[src/rtl/efuse_cfg_loader.sv]
// Boot-time loader: reads NUM_BYTES efuse bytes over Wishbone and shifts them LSB-first into the config chain.
// Optional build macro EFUSE_CFG_LOADER_TIMEOUT_EN adds a per-request ack timeout that aborts into ERR.
module efuse_cfg_loader #(
   parameter logic [11:0] BASE_ADDR      = 12'h000,
   parameter int          NUM_BYTES      = 16,
   parameter int          TIMEOUT_CYCLES = 255
) (
   input  logic        wb_clk_i,
   input  logic        wb_rst_i,
   input  logic        start_i,
   output logic        wb_cyc_o,
   output logic        wb_stb_o,
   output logic        wb_we_o,
   output logic        wb_sel_o,
   output logic [11:0] wb_adr_o,
   output logic [7:0]  wb_dat_o,
   input  logic [7:0]  wb_dat_i,
   input  logic        wb_ack_i,
   output logic        cfg_shift_o,
   output logic        cfg_data_o,
   output logic        busy_o,
   output logic        done_o,
   output logic        err_o
);

   localparam int CW = $clog2(NUM_BYTES + 1);
   localparam logic [CW-1:0] LAST_CNT = CW'(NUM_BYTES - 1);

   localparam logic [2:0] S_IDLE  = 3'd0;
   localparam logic [2:0] S_REQ   = 3'd1;
   localparam logic [2:0] S_SHIFT = 3'd2;
   localparam logic [2:0] S_DONE  = 3'd3;
   localparam logic [2:0] S_ERR   = 3'd4;

   if (NUM_BYTES < 1 || NUM_BYTES > 4096 || TIMEOUT_CYCLES < 1) begin : g_bad_param
      $error("efuse_cfg_loader: NUM_BYTES must be 1..4096 and TIMEOUT_CYCLES >= 1");
   end

   logic [2:0]    state, state_nx;
   logic [11:0]   adr, adr_nx;
   logic [CW-1:0] cnt, cnt_nx;
   logic [7:0]    sreg, sreg_nx;
   logic [2:0]    bit_cnt, bit_nx;

`ifdef EFUSE_CFG_LOADER_TIMEOUT_EN
   localparam int WW = $clog2(TIMEOUT_CYCLES + 1);
   localparam logic [WW-1:0] WAIT_LAST = WW'(TIMEOUT_CYCLES - 1);
   logic [WW-1:0] wait_cnt, wait_nx;
`endif

   // Bus handshake: classic single-beat read. cyc/stb rise on REQ entry and stay
   // high with a stable address until wb_ack_i is seen high on a clock edge; the
   // data on wb_dat_i is captured at that same edge and cyc/stb drop the next cycle.
   always_comb begin
      state_nx = state;
      adr_nx   = adr;
      cnt_nx   = cnt;
      sreg_nx  = sreg;
      bit_nx   = bit_cnt;
`ifdef EFUSE_CFG_LOADER_TIMEOUT_EN
      wait_nx  = wait_cnt;
`endif
      case (state)
         S_IDLE, S_DONE, S_ERR: begin
            if (start_i) begin
               state_nx = S_REQ;
               adr_nx   = BASE_ADDR;
               cnt_nx   = '0;
`ifdef EFUSE_CFG_LOADER_TIMEOUT_EN
               wait_nx  = '0;
`endif
            end
         end
         S_REQ: begin
            if (wb_ack_i) begin
               state_nx = S_SHIFT;
               sreg_nx  = wb_dat_i;
               bit_nx   = 3'd0;
            end
`ifdef EFUSE_CFG_LOADER_TIMEOUT_EN
            else if (wait_cnt == WAIT_LAST) begin
               state_nx = S_ERR;
            end else begin
               wait_nx = wait_cnt + 1'b1;
            end
`endif
         end
         S_SHIFT: begin
            sreg_nx = {1'b0, sreg[7:1]};
            bit_nx  = bit_cnt + 3'd1;
            if (bit_cnt == 3'd7) begin
               if (cnt == LAST_CNT) begin
                  state_nx = S_DONE;
               end else begin
                  // 12-bit address wraps from 12'hFFF to 12'h000 naturally
                  state_nx = S_REQ;
                  adr_nx   = adr + 12'd1;
                  cnt_nx   = cnt + 1'b1;
`ifdef EFUSE_CFG_LOADER_TIMEOUT_EN
                  wait_nx  = '0;
`endif
               end
            end
         end
         default: state_nx = S_IDLE;
      endcase
   end

   always_ff @(posedge wb_clk_i or posedge wb_rst_i) begin
      if (wb_rst_i) begin
         state    <= S_IDLE;
         adr      <= BASE_ADDR;
         cnt      <= '0;
         sreg     <= 8'h00;
         bit_cnt  <= 3'd0;
`ifdef EFUSE_CFG_LOADER_TIMEOUT_EN
         wait_cnt <= '0;
`endif
      end else begin
         state    <= state_nx;
         adr      <= adr_nx;
         cnt      <= cnt_nx;
         sreg     <= sreg_nx;
         bit_cnt  <= bit_nx;
`ifdef EFUSE_CFG_LOADER_TIMEOUT_EN
         wait_cnt <= wait_nx;
`endif
      end
   end

   // Outputs decode straight from state so an async reset drops cyc/stb immediately.
   assign wb_cyc_o    = (state == S_REQ);
   assign wb_stb_o    = wb_cyc_o;
   assign wb_we_o     = 1'b0;
   assign wb_sel_o    = 1'b1;
   assign wb_adr_o    = adr;
   assign wb_dat_o    = 8'h00;
   assign cfg_shift_o = (state == S_SHIFT);
   assign cfg_data_o  = cfg_shift_o & sreg[0];
   assign busy_o      = (state == S_REQ) || (state == S_SHIFT);
   assign done_o      = (state == S_DONE);
`ifdef EFUSE_CFG_LOADER_TIMEOUT_EN
   assign err_o       = (state == S_ERR);
`else
   assign err_o       = 1'b0;
`endif

endmodule
[config.mk]
export PLATFORM = sky130hd
export DESIGN_NAME = efuse_cfg_loader
export DESIGN_NICKNAME = d
export VERILOG_FILES = /design/src/rtl/efuse_cfg_loader.sv
export SDC_FILE = /design/constraint.sdc
export NUM_CORES = 1
export LEC_CHECK = 0
export CAP_MARGIN = 20
export CORE_MARGIN = 2
export CORE_UTILIZATION = 35
export CTS_CLUSTER_DIAMETER = 100
export CTS_CLUSTER_SIZE = 10
export DETAILED_ROUTE_END_ITERATION = 8
export SYNTH_ARGS = -nofsm -noshare
export SYNTH_HDL_FRONTEND = slang
export SYNTH_SLANG_ARGS = --single-unit
[constraint.sdc]
create_clock -name wb_clk_i -period 2.92 [get_ports wb_clk_i]
set_input_delay 0.584 -clock wb_clk_i [delete_from_list [all_inputs] [get_ports wb_clk_i]]
set_output_delay 0.584 -clock wb_clk_i [all_outputs]
set_load 0.01 [all_outputs]
Word-level counts from Yosys, hierarchy flattened

Index checks and enable logic that the tools add are counted.

Bits in registers: 31
Output and inout bits: 29
Input bits: 12

Bitwise logic cells: 1
Equal/unequal tests: 10
Reduce and logical (&&, ||, !) cells: 8
Add/subtract/negate cells: 3
Muxes and demuxes: 17

Operators with widths:

| cell                    | count |
|---|---|
| $mux W12                | 3 |
| $pmux W12 S2            | 1 |
| $pmux W8 S2             | 1 |
| $mux W5                 | 3 |
| $add A12 B1 Y12 const B | 1 |
| $mux W3                 | 4 |
| $pmux W5 S2             | 1 |
| $pmux W3 S3             | 1 |
| $mux W8                 | 1 |
| $eq A3 B2 Y1 const B    | 2 |
| $eq A3 B3 Y1 const B    | 2 |
| $pmux W3 S2             | 1 |
| $add A5 B1 Y5 const B   | 1 |
| $eq A5 B4 Y1 const B    | 1 |
| $ne A2 B1 Y1 const B    | 2 |
| $ne A2 B2 Y1 const B    | 2 |
| $reduce_and A4 Y1       | 1 |
| $reduce_bool A2 Y1      | 2 |
| $add A3 B1 Y3 const B   | 1 |
| $eq A3 B1 Y1 const B    | 1 |
| $logic_not A3 Y1        | 1 |
| $reduce_and A3 Y1       | 1 |
| $reduce_or A3 Y1        | 1 |
| $mux W2                 | 1 |
| 3 further kinds         | 3 |

Depth between registers and ports, before layout

Gate-level depths: netlist (run 1).

Depth in word-level cells: 4
Gate-level depth with buffers: 8
Gate-level depth less buffers: 7

Worst setup path before layout (run 1)

Ideal clock, no wire load.

Path kind: register to register
Start: register cnt[0]
End: register adr[5], in the netlist wb_adr_o[5]
Data arrival time: 1.983 ns
Buffers on the path: 1
Data required time: 2.844 ns
Period minus slack after synthesis: 2.059 ns
Slack: 0.861 ns
Stages on the path, launching flop included: 9
Path through: dfrtp_1 ha_1 and3_1 ha_1 nand2b_1 or3_1 buf_2 or3_1 o21ai_1

Word-level cells in the longest chain between the ends: 3

Ends and longest elaborated chain:

| item                        | line | source |
|---|---|---|
| start: declaration          | 41   | `logic [CW-1:0] cnt, cnt_nx;` |
| start signal: assignment    | 122  | `cnt <= cnt_nx;` |
| $eq A5 B4 Y1                | 92   | `if (cnt == LAST_CNT) begin` |
| $ne A2 B2 Y1 (no line)      | -    |  |
| $reduce_and A4 Y1 (no line) | -    |  |
| end signal: assignment      | 121  | `adr <= adr_nx;` |
| end: declaration            | 40   | `logic [11:0] adr, adr_nx;` |

Every way passes these cells.
A chain may end at the register's enable or synchronous reset.

Worst setup path in the final report (run 1)

Start: register state[0]
End: output port cfg_data_o

Word-level cells in the longest chain between the ends: 2

Ends and longest elaborated chain:

| item                     | line | source |
|---|---|---|
| start: declaration       | 39   | `logic [2:0] state, state_nx;` |
| start signal: assignment | 120  | `state <= state_nx;` |
| $eq A3 B2 Y1             | 138  | `assign cfg_shift_o = (state == S_SHIFT);` |
| $and A1 B1 Y1            | 139  | `assign cfg_data_o = cfg_shift_o & sreg[0];` |
| end: declaration         | 20   | `output logic cfg_data_o,` |

Every way passes these cells.

==> results of run 1 <==
## logic make-up after synthesis
kind of cell,Yosys count
compound gates,63
mux,1
fa+ha+maj,9
simple gates,46
buf+inv,33
flops,30
other cells,2
## worst max-delay path by stage
stage | startpoint | to | slack (ns) | depth (start not counted)
floorplan | cnt[0] | wb_adr_o[5] | 0.86 | 8
global placement | cnt[0] | wb_adr_o[5] | 0.76 | 7
detailed placement | cnt[0] | wb_adr_o[5] | 0.72 | 7
CTS | state[0] | cfg_data_o | 0.50 | 5
global route | state[0] | cfg_data_o | 0.38 | 5
finish | state[0] | cfg_data_o | 0.51 | 5
## cells in the final DEF, fill, tap and decap left out, types with 2 or more instances in the layout
master	Yosys	final
and3_1	2	2
clkbuf_8	0	6
buf_4	12	4
or3_1	2	2
a32o_1	2	2
nand4_1	4	4
nand2_1	17	17
nor2_1	4	4
o22ai_1	12	12
inv_1	9	9
and4_1	2	2
o21ai_0	19	19
a21oi_1	12	12
clkdlybuf4s50_1	0	29
and2_1	2	2
ha_1	9	9
o21ai_1	3	3
conb_1	2	11
o31ai_1	5	5
a31oi_1	3	3
dfrtp_1	30	30
nand3_1	6	6
nand2b_1	2	2
## flip-flops by register name, summed over array words and instances (netlist names)
register	cells
cnt	5
bit_cnt	3
state	2
sreg	8
wb_adr_o	12
## power breakdown
| part | switching [mW] | internal, mW |
|---|---|---|
| combinational | 0.404 | 0.302 |
| clock | 0.151 | 0.182 |
| sequential | 0.0555 | 0.494 |
## metal layers
layer	vias to the layer above	part of all wire [%]	track usage, %
met1	648	48	18.84
met4	0	1.1	4.321
li1	692	-	-
met5	-	0	0
met2	37	46	23.02
met3	5	4.7	4.144
## worst max-delay path: stages (launching register included)
cell and delay, ns:
dfrtp_1 0.39, inv_1 0.07, ha_1 0.22, inv_2 0.29
nor2_1 0.08, clkdlybuf4s50_1 0.48
## cells in the mapped netlist (all sizes together)
| cell | n |
|---|---|
| o32ai | 1 |
| inv | 10 |
| dfrtp | 30 |
| a31oi | 3 |
| nor2b | 1 |
| or4 | 1 |
| nor2 | 4 |
| nand2 | 17 |
| nand2b | 2 |
| and3 | 2 |
| a21oi | 12 |
| a32o | 2 |
| o41ai | 1 |
| a211o | 1 |
| o2bb2ai | 1 |
| nor3 | 1 |
| o22ai | 12 |
| a41oi | 1 |
| a2bb2oi | 1 |
| nand4 | 4 |
| o21ai | 22 |
| or3 | 2 |
| mux2i | 1 |
| o31ai | 5 |
| a22o | 1 |
| nand3 | 6 |
| clkbuf | 9 |
| buf | 14 |
| conb | 2 |
| and2 | 3 |
| or2 | 1 |
| ha | 9 |
| and4 | 2 |
## final cells by class
cell class | instances | share of cell area (%)
Inverter | 10 | 1.842
Timing Repair Buffer | 33 | 15.72
Multi-Input combinational cell | 130 | 38.24
Sequential cell | 30 | 36.83
Clock buffer | 6 | 4.052
Tap cell | 54 | 3.315
==> key figures, run 1 <==
Yosys
  – Synth cell types: 37
  – Post-synthesis adder-cell area fraction: 6.752%
  – Register area share after synthesis: 45.01%
  – Post-synthesis mux area share: 0.6002%
  – Largest family of logic cells by synthesized area: compound AO/OA/AOI/OAI gates
  – Simple-Gate Fraction of Synth Area: 13.95%
  – Cell taking the most area after synthesis: dfrtp_1
  – Synth warn: 0
  – Xor/xnor cell area share of the yosys netlist: 0%
  – Post-Syn Instances: 184
  – Synth Area in Compound Gates: 22.96%
  – Synthesized flop and latch total: 30
  – Synth top area cells: dfrtp_1, ha_1, o21ai_0, buf_4, o22ai_1
  – Syn_area_per_cell: 9.064 µm²
  – Area share of the leading cell type in the synthesized netlist: 45.01%
  – Mapped Area: 1668 µm²

Clocking
  – TritonCTS Sinks: 30
  – Clock buffer depth: 2
  – CTS clk-pin slew, worst paths: 0.06 ns
  – Postcts setup bufs: 0
  – Hold_buf cts: 0
  – Clock Latency Late Sink: 0.28 ns
  – H-tree Lvls: 2
  – CTS tree: built
  – CTS buffer count: 5
  – Root Buffer: clkbuf_8
  – Resize count post-CTS: 0

Finish
  – Diodes inserted: 0
  – Fill cells: 472
  – Final net count: 231
  – Post-route core utilization: 43.73%
  – Area Overhead vs Synth: 22.21%
  – Share of layout cells above drive strength 1: 5.742%
  – Register Area: 750.7 µm²
  – Multi-input gate area: 779.5 µm²
  – Post-route cell area: 2038 µm²
  – Non-filler instance count after layout: 263

Detailed routing
  – DRT Pass-1 Iters: 4
  – Drt wl/cell: 13.21 µm
  – DR vias: 1382
  – Drc violations: 0
  – Mean number of vias per cell: 5.255
  – 1st-iter DRT viols: 76
  – Detailed Route WL: 3474 µm
  – Post-route ant nets: 0

Global routing
  – Total grt overflow: 0
  – Total track usage: 14.39%
  – Global-route wire length before repair: 5968 µm
  – Initial antenna violation count: 0
  – Vias in the first global route: 1252
  – Pin count of the biggest net entering global routing: 31

STA
  – Worst setup margin: 0.5095 ns
  – Fin. Hold Viols: 0
  – Setup-failing EPs final: 0
  – Total negative slack: 0 ns
  – Fin crit period: 2.410 ns
  – Slew Limit Fails: 0
  – Fmax achieved: 0.4149 GHz
  – Clock skew: 0.008164 ns
  – RSZ-0062 raised after global routing: false
  – Tcrit/Tclk final: 82.55%
  – Worst hold slack: 0.4878 ns

Worst setup path
  – Register-to-Register Path Depth: 7
  – Worst reg2reg startpoint: cnt[0]
  – CP arrival: 1.83 ns
  – Worst Path Class, Setup: flip-flop to output port
  – Critical Path RT: 2.34 ns
  – Reg-to-Reg End: wb_adr_o[5]
  – Flop-to-flop setup slack: 0.70 ns
  – Crit path launch type: flip-flop
  – CP endpoint kind: output port
  – CP Max Fanout: 20

Pwr
  – Total power draw: 1.588 mW
  – Power per cell area: 779.1 nW/µm²
  – Static leakage: 0.8752 nW
  – Worst vdd ir: 0.4179 mV

Floorplan
  – Die width: 73.03 µm
  – Core Box Area: 4661 µm²
  – Ports: 41
  – # rows: 25
  – DIE HEIGHT: 73.03 µm
  – Initial core utilization: 35.79%
  – Die ar.: 5333 µm²

Placement
  – Final Wtd Congestion: 0.6906
  – HPWL Detailed: 2350 µm
  – Post-place setup slack: 0.7189 ns
  – Placed Cells: 257
  – PortBufs: 29
  – Post-DP Area: 1956 µm²

Hold path
  – Hold Path Origin: cnt[4]
  – Min-delay worst type: flip-flop to flip-flop
  – Hold path endpoint: cnt[4]
  – Hold path cells: 2

Run status
  – Status: completed

Run
  – Max-cap violations: 0
Note: power is estimated with default switching activity, not from simulation.
==> run 2, diff against run 1 <==
==> constraint.sdc (replaced) <==
create_clock -name wb_clk_i -period 2.32 [get_ports wb_clk_i]
set_input_delay 0.464 -clock wb_clk_i [delete_from_list [all_inputs] [get_ports wb_clk_i]]
set_output_delay 0.464 -clock wb_clk_i [all_outputs]
set_load 0.01 [all_outputs]
==> run 2 against run 1 <==
  * Sequential cell count unchanged
  * Clock skew is 0.00069 ns lower
  * Largest power group unchanged
  * Via count down 0.51%
  * Sequential power is 25% higher
  * Routed wire length down 3.3%
  * Global-route usage decreased by 0.12 points
  * Core utilization rose by 1.2 points
  * Design area increased by 2.6%
==> key figures, run 2 (synthesis gave the netlist of run 1 again) <==
Run status
  – Status: completed

Finish
  – Post-route cell area: 2092 µm²
  – Diodes inserted: 0
  – Commonest non-fill, non-tap cell in the layout: dfrtp_1
  – Max FFs per register: 12
  – Final net count: 234
  – Share of layout cells above drive strength 1: 8.411%
  – Most frequent cells in the layout: dfrtp_1, clkdlybuf4s50_1, o21ai_0, nand2_1
  – Area Overhead vs Synth: 25.43%

STA
  – Slew Limit Fails: 0
  – Setup-failing EPs final: 0
  – Worst hold slack: 0.4784 ns
  – Fin. Hold Viols: 0
  – RSZ-0062 raised after global routing: false
  – Fmax achieved: 0.4560 GHz
  – Worst setup margin: 0.1272 ns
  – Total negative slack: 0 ns
  – Tcrit/Tclk final: 94.52%
  – Fin crit period: 2.193 ns
  – Clock skew: 0.007475 ns

Worst setup path
  – Crit-path cells: inv_1 -> ha_1 -> buf_4 -> clkdlybuf4s50_1
  – Critical-path top delay cell: clkdlybuf4s50_1
  – Worst Path Class, Setup: flip-flop to output port
  – CP endpoint kind: output port
  – Reg-to-Reg End: wb_adr_o[11]
  – CP Max Fanout: 16
  – Critical Path RT: 1.86 ns
  – CP max stage delay: 0.57 ns
  – Register-to-Register Path Depth: 7
  – CP arrival: 1.73 ns
  – Crit path launch type: flip-flop
  – Worst reg2reg startpoint: cnt[0]
  – Flop-to-flop setup slack: 0.23 ns

Clocking
  – H-tree Lvls: 2
  – Postcts setup bufs: 0
  – CTS buffer count: 5
  – TritonCTS Sinks: 30
  – Hold_buf cts: 0
  – CTS clk-pin slew, worst paths: 0.06 ns
  – Root Buffer: clkbuf_8
  – CTS tree: built
  – Clock buffer depth: 2
  – Resize count post-CTS: 0
  – Clock Latency Late Sink: 0.28 ns

Global routing
  – Total track usage: 14.27%
  – Pin count of the biggest net entering global routing: 31
  – Vias in the first global route: 1248
  – Initial antenna violation count: 0
  – Total grt overflow: 0
  – Global-route wire length before repair: 5878 µm

Detailed routing
  – DRT Pass-1 Iters: 4
  – Post-route ant nets: 0
  – 1st-iter DRT viols: 63
  – Detailed Route WL: 3359 µm
  – Drc violations: 0
  – Drt wl/cell: 12.53 µm
  – DR vias: 1375
  – Mean number of vias per cell: 5.131

Floorplan
  – Die width: 73.03 µm
  – Ports: 41
  – DIE HEIGHT: 73.03 µm
  – # rows: 25
  – Initial core utilization: 35.79%
  – Core Box Area: 4661 µm²
  – Die ar.: 5333 µm²

Hold path
  – Hold Path Origin: cnt[4]
  – Hold path cells: 2
  – Min-delay worst type: flip-flop to flip-flop
  – Hold path endpoint: cnt[4]

Pwr
  – Power per cell area: 1013 nW/µm²
  – Static leakage: 0.9058 nW
  – Worst vdd ir: 0.5404 mV

Placement
  – Post-place setup slack: 0.1386 ns
  – HPWL Detailed: 2373 µm
  – Post-DP Area: 1978 µm²
  – Final Wtd Congestion: 0.6842
  – PortBufs: 29

Run
  – Max-cap violations: 0
==> run 2: changes by cell type in the layout (fill, tap and decap cells not counted) <==
cell,previous run,this run
clkbuf_8,6,5
clkinv_2,0,2
or3_1,2,1
bufinv_16,0,1
buf_4,4,7
or3_4,0,1
==> run 2: worst max-delay path by stage <==
| stage | startpoint | to | slack, ns | cells past startpoint |
|---|---|---|---|---|
| after CTS | state[0] | cfg_shift_o | 0.09 | 4 |
| after detailed placement | cnt[0] | wb_adr_o[5] | 0.14 | 7 |
| after global routing | state[0] | cfg_data_o | 0.02 | 5 |
| after global placement | cnt[0] | wb_adr_o[5] | 0.17 | 7 |
| final | state[0] | cfg_shift_o | 0.13 | 4 |
| after floorplan | cnt[0] | wb_adr_o[5] | 0.26 | 8 |
==> run 2: per-layer routing <==
metal | track usage (%) | part of all wire [%] | vias to the layer above
met3 | 5.110 | 4.1 | 2
met4 | 3.086 | 0.57 | 0
met5 | 0 | 0 | -
met1 | 18.82 | 48 | 641
met2 | 22.52 | 47 | 31
li1 | - | - | 701
==> run 2: layout make-up <==
class | count | area [µm²]
clock buffers | 5 | 68.82
well taps | 54 | 67.56
fillers | 483 | 2569
inverters | 10 | 37.54
repair buffers | 36 | 342.8
multi-input cells | 130 | 784.5
clock inverters | 3 | 40.04
flip-flops and latches | 30 | 750.7
==> run 2: metrics by stage <==
step                util, %  power, mW  cells
global route          44.89      2.296    268
finish                44.89      2.119    268
detailed placement    42.44      1.619    260
floorplan                 -      1.321    193
CTS                   44.78      2.149    268
global placement      42.44      1.618    260
==> run 2: power by group <==
part / switching [mW] / leakage (nW) / internal, mW
logic: 0.515 / 0.460 / 0.398
registers: 0.0681 / 0.388 / 0.622
clock network: 0.201 / 0.0579 / 0.316
==> run 2: worst max-delay path: cells and delay by family (launching register included) <==
family                   cells  cell delay [ns]
flip-flops                   1             0.41
adder cells (fa/ha/maj)      1             0.18
buffers and inverters        3             0.87
==> RTL edit 1: new RTL, flow settings as in run 1 <==
One comparison of `cnt` changes from == to >=.
--- a/src/rtl/efuse_cfg_loader.sv
+++ b/src/rtl/efuse_cfg_loader.sv
@@ -90,5 +90,5 @@
             bit_nx  = bit_cnt + 3'd1;
             if (bit_cnt == 3'd7) begin
-               if (cnt == LAST_CNT) begin
+               if (cnt >= LAST_CNT) begin
                   state_nx = S_DONE;
                end else begin
Behaviour: same outputs for any inputs over 10 cycles, from zero or initial values and one cycle with wb_rst_i high; that may be too few to reach the edited logic, so the function may still have changed.
==> RTL edit 1 against run 1 <==
  * Area after synthesis increased by 4.1%
  * Total power decreased by 5.0%
  * Design area is 3.6% higher
  * Sequential cell count is the same
  * Setup slack got worse by 0.19 ns
  * Non-clock buffer count decreased by 2
  * Critical path depth shrank 1
  * Wire length up 5.5%
  * Sequential share of layout area is 1.3 points lower
  * Largest power group unchanged
  * Critical path type unchanged
  * Worst hold slack better by 0.019 ns
  * Count of clock-buffer cells in the layout is the same
  * Synthesized cell count grew 0.54%
==> RTL edit 1: results (changes against run 1) <==
| Metric | Value |
|---|---|
| Max VDD drop | `0.422 mV (+0.87%)` |
| Post-Place Setup Slack | `0.497 ns (-0.222 ns)` |
| N_diodes | `0 (unchanged)` |
| Post-synth ARST share | `100% (unchanged)` |
| Initial drt markers | `59 (-22%)` |
| Yosys Warn Count | `0 (unchanged)` |
| Skew final | `0.00650 ns (-0.00166 ns)` |
| Synth area leaders | `dfrtp_1 (43%), ha_1 (5.8%), buf_4 (5.6%)` |
| FF-to-FF setup slack | `0.47 ns (-0.23 ns)` |
| Worst-Skew Late Latency | `0.28 ns (about the same)` |
| Hold path depth | `1 (-1)` |
| # nets final | `233 (+0.87%)` |
| Tot GR Track Use | `14.8% (+0.45 points)` |
| Worst EP arrival | `2.01 ns (+0.18 ns)` |
| Crit Path Max Fanout | `18 (-10%)` |
| Register area share after synthesis | `43.3% (-1.8 points)` |
| Worst rel slew slack | `between 60% and 70%` |
| Worst r2r dst | `wb_adr_o[6]` |
| Global-route wire length before repair | `6220 um (+4.3%)` |
| Placed cell areas | `0.00203 sq mm (+3.7%)` |
| Static Leak | `0.937 nW (+7.0%)` |
| Input/output buffers | `29 (unchanged)` |
| Hold Path Sink | `sreg[7]` |
| Status | `finished clean` |
| Via count | `1396 (+1.0%)` |
| Share of layout cells above drive strength 1 | `7.08% (+1.3 points)` |
| # H-tree levels | `2 (unchanged)` |
| Postcts setup bufs | `0 (unchanged)` |
| List of most frequent post-synthesis cells | `dfrtp_1 (30), nor2_1 (21), buf_4 (13), o21ai_0 (12), nand2_1 (10)` |
| Vias in the first global route | `1314 (+5.0%)` |
| Hpwl dp | `2480 um (+5.6%)` |
| Worst reg-to-reg path cell count | `7 (unchanged)` |
| Clk slew on worst S/H paths | `0.06 ns (about the same)` |
| Largest register FFs | `12 (unchanged)` |
| Initial DRT Pass Iterations | `4 (unchanged)` |
| Library cells used by synthesis | `42 (+14%)` |
| Largest net degree at the start of global routing | `31 (unchanged)` |
| Final Cell Area | `0.00211 sq mm (+3.6%)` |
| Hold bufs inserted after CTS | `0 (unchanged)` |
| Worst hold start | `sreg[7]` |
| RePlAce Congestion | `0.760 (+10%)` |
| # fillers | `491 (+4.0%)` |
| Routed WL per cell | `13.1 um (-0.58%)` |
| Hold WC Path Type | `register to register` |
## RTL edit 1: worst max-delay path, stage by stage (launching register included)
cell and delay (ns):
dfrtp_1 0.41, inv_1 0.07, ha_1 0.53, and2_1 0.21, clkdlybuf4s50_1 0.53
## RTL edit 1: routing by layer
metal  track usage, %  vias up  wire, um
met3             4.07        4       120
met5                0        -         0
met4             5.36        0        50
li1                 -      700         -
met1             20.2      668      1870
met2             22.7       24      1630
## RTL edit 1: worst max-delay path by stage
| stage | startpoint | endpoint | slack, ns | depth (start not counted) |
|---|---|---|---|---|
| floorplan | cnt[0] | wb_adr_o[3] | 0.84 | 8 |
| global placement | cnt[0] | wb_adr_o[7] | 0.55 | 7 |
| detailed placement | cnt[0] | wb_adr_o[6] | 0.50 | 7 |
| CTS | state[0] | cfg_data_o | 0.31 | 4 |
| global route | state[0] | cfg_data_o | 0.20 | 4 |
| finish | state[0] | cfg_data_o | 0.32 | 4 |
## RTL edit 1: power by group
part           switching (W)  total, W  leakage [nW]  internal, W
Sequential         0.0000529  0.000549         0.385     0.000496
Clock               0.000141  0.000322        0.0431     0.000181
Combinational       0.000378  0.000638         0.508     0.000259
Total               0.000572   0.00151         0.937     0.000936
## RTL edit 1: layout make-up
type / instances / share of cell area [%]
Inverter: 7 / 1.24
Clock buffer: 6 / 3.91
Tap cell: 67 / 3.97
Multi-Input combinational cell: 138 / 40.8
Timing Repair Buffer: 31 / 14.5
Sequential cell: 30 / 35.6
## RTL edit 1: cells by family after synthesis
group	count (synthesis)	synth area share, %
mux	1	0.577
simple gates	71	21.7
other cells	2	0.433
compound gates	45	18.2
flops	30	43.3
fa+ha+maj	8	5.77
buf+inv	26	9.01
xor+xnor	2	1.01
## RTL edit 1: metrics by stage
stage / hold WS (ns) / std cells
floorplan: 0.473 / 194
global placement: 0.492 / 273
detailed placement: 0.495 / 273
CTS: 0.509 / 279
global route: 0.555 / 279
finish: 0.507 / 279
==> RTL edit 2: new RTL, config.mk and constraints of run 1 <==
Made on the original files. Set the parameter `NUM_BYTES` to 8 (it was 16).
--- a/src/rtl/efuse_cfg_loader.sv
+++ b/src/rtl/efuse_cfg_loader.sv
@@ -3,5 +3,5 @@
 module efuse_cfg_loader #(
    parameter logic [11:0] BASE_ADDR      = 12'h000,
-   parameter int          NUM_BYTES      = 16,
+   parameter int          NUM_BYTES      = 8,
    parameter int          TIMEOUT_CYCLES = 255
 ) (
Formal check against the unedited RTL: same outputs for any inputs over 10 cycles, from zero or initial values and one cycle with wb_rst_i high; that may be too few to reach the edited logic, so the function may still have changed.
==> RTL edit 2 against run 1 <==
  * Cell count fell by 3.0%
  * Die area down 2.1%
  * Area after synthesis shrank 2.3%
  * Design area shrank 0.92%
  * Sequential cell count is 1 lower
  * Wire length shrank 1.8%
  * Total power increased by 2.5%
  * Setup slack lost 0.051 ns
  * Critical path type unchanged
  * Highest routed layer unchanged
==> RTL edit 2: results (changes against run 1) <==
| Metric | Value |
|---|---|
| List of most frequent post-synthesis cells | `dfrtp_1 (29), a21oi_1 (16), o22ai_1 (15), nand2_1 (13), buf_4 (12)` |
| Share of layout cells above drive strength 1 | `7.39% (+1.6 points)` |
| Reg2reg start | `state[0]` |
| Skew final | `0.00414 ns (-0.00403 ns)` |
| Post-Place Setup Slack | `0.650 ns (-0.0687 ns)` |
| Routed WL per cell | `13.4 um (+1.3%)` |
| Max VDD drop | `0.368 mV (-12%)` |
| Synth Instances | `170 (-7.6%)` |
| Largest net degree at the start of global routing | `30 (-3.2%)` |
| Post-Place Cells | `247 (-3.9%)` |
| Initial drt markers | `47 (-38%)` |
| Initial DRT Pass Iterations | `4 (unchanged)` |
| Final WL | `3410 um (-1.8%)` |
| Placed cell areas | `0.00194 sq mm (-0.83%)` |
| Worst r2r dst | `cnt[3]` |
| Hold Path Sink | `cnt[3]` |
| Via/cell ratio | `5.29 (+0.75%)` |
| Hold path depth | `1 (-1)` |
| Worst EP arrival | `1.88 ns (+0.05 ns)` |
| Synth area leaders | `dfrtp_1 (45%), ha_1 (6.1%), o22ai_1 (5.8%)` |
| Largest register FFs | `12 (unchanged)` |
| Input/output buffers | `29 (unchanged)` |
| Hold_ws | `0.482 ns (-0.00628 ns)` |
| N_diodes | `0 (unchanged)` |
| # nets final | `222 (-3.9%)` |
| Tot GR Track Use | `13.7% (-0.68 points)` |
| Remaining Overflow, GRT | `0 (unchanged)` |
| Status | `finished clean` |
| Hpwl dp | `2520 um (+7.1%)` |
| Vias in the first global route | `1264 (+0.96%)` |
| DRC violations left | `0 (unchanged)` |
| CP peak stage delay | `0.53 ns (+0.05 ns)` |
| Global-route wire length before repair | `5580 um (-6.5%)` |
| Crit Path Max Fanout | `10 (-50%)` |
| Register area share after synthesis | `44.5% (-0.50 points)` |
| FF-to-FF setup slack | `0.62 ns (-0.08 ns)` |
| Library cells used by synthesis | `35 (-5.4%)` |
-- RTL edit 2: routing by layer --
metal | wire, um | vias to the layer above | share of wire, % | global-route usage, %
met5 | 0 | - | 0 | 0
li1 | - | 666 | - | -
met4 | 34 | 0 | 1.0 | 6.29
met2 | 1640 | 30 | 48 | 21.4
met1 | 1620 | 652 | 47 | 18.2
met3 | 115 | 2 | 3.4 | 3.06
-- RTL edit 2: final cells by class --
cell class / instances / area, sq um
Clock buffer: 8 / 80.1
Fill cell: 418 / 2390
Inverter: 9 / 33.8
Multi-Input combinational cell: 124 / 795
Sequential cell: 29 / 726
Tap cell: 52 / 65.1
Timing Repair Buffer: 33 / 320
-- RTL edit 2: power by group through the flow --
stage / logic [W] / registers, W / clock network, W
3_5_place_dp: 0.000753 / 0.000575 / 0
6_report: 0.000750 / 0.000570 / 0.000308
4_1_cts: 0.000753 / 0.000569 / 0.000318
3_3_place_gp: 0.000738 / 0.000570 / 0
5_1_grt: 0.000836 / 0.000582 / 0.000334
2_1_floorplan: 0.000528 / 0.000560 / 0
-- RTL edit 2: logic make-up (layout without fill, tap and decap cells) --
logic type	Yosys count	count (layout)	synth area share, %
AO/OA/AOI/OAI	56	56	20.3
adder cells (fa/ha/maj)	8	8	6.14
buffers and inverters	26	50	8.83
flip-flops	29	29	44.5
multiplexers	1	1	0.614
other	2	11	0.461
AND/OR/NAND/NOR	48	48	19.1
-- RTL edit 2: how the worst max path moves through the flow --
stage | endpoint | cells after the start | from | slack, ns
after CTS | cfg_data_o | 4 | state[0] | 0.42
final | cfg_data_o | 4 | state[0] | 0.46
after global routing | cfg_data_o | 4 | state[0] | 0.35
after floorplan | cfg_data_o | 4 | state[0] | 1.06
after global placement | wb_adr_o[4] | 5 | start_i | 0.68
after detailed placement | cnt[3] | 5 | start_i | 0.65
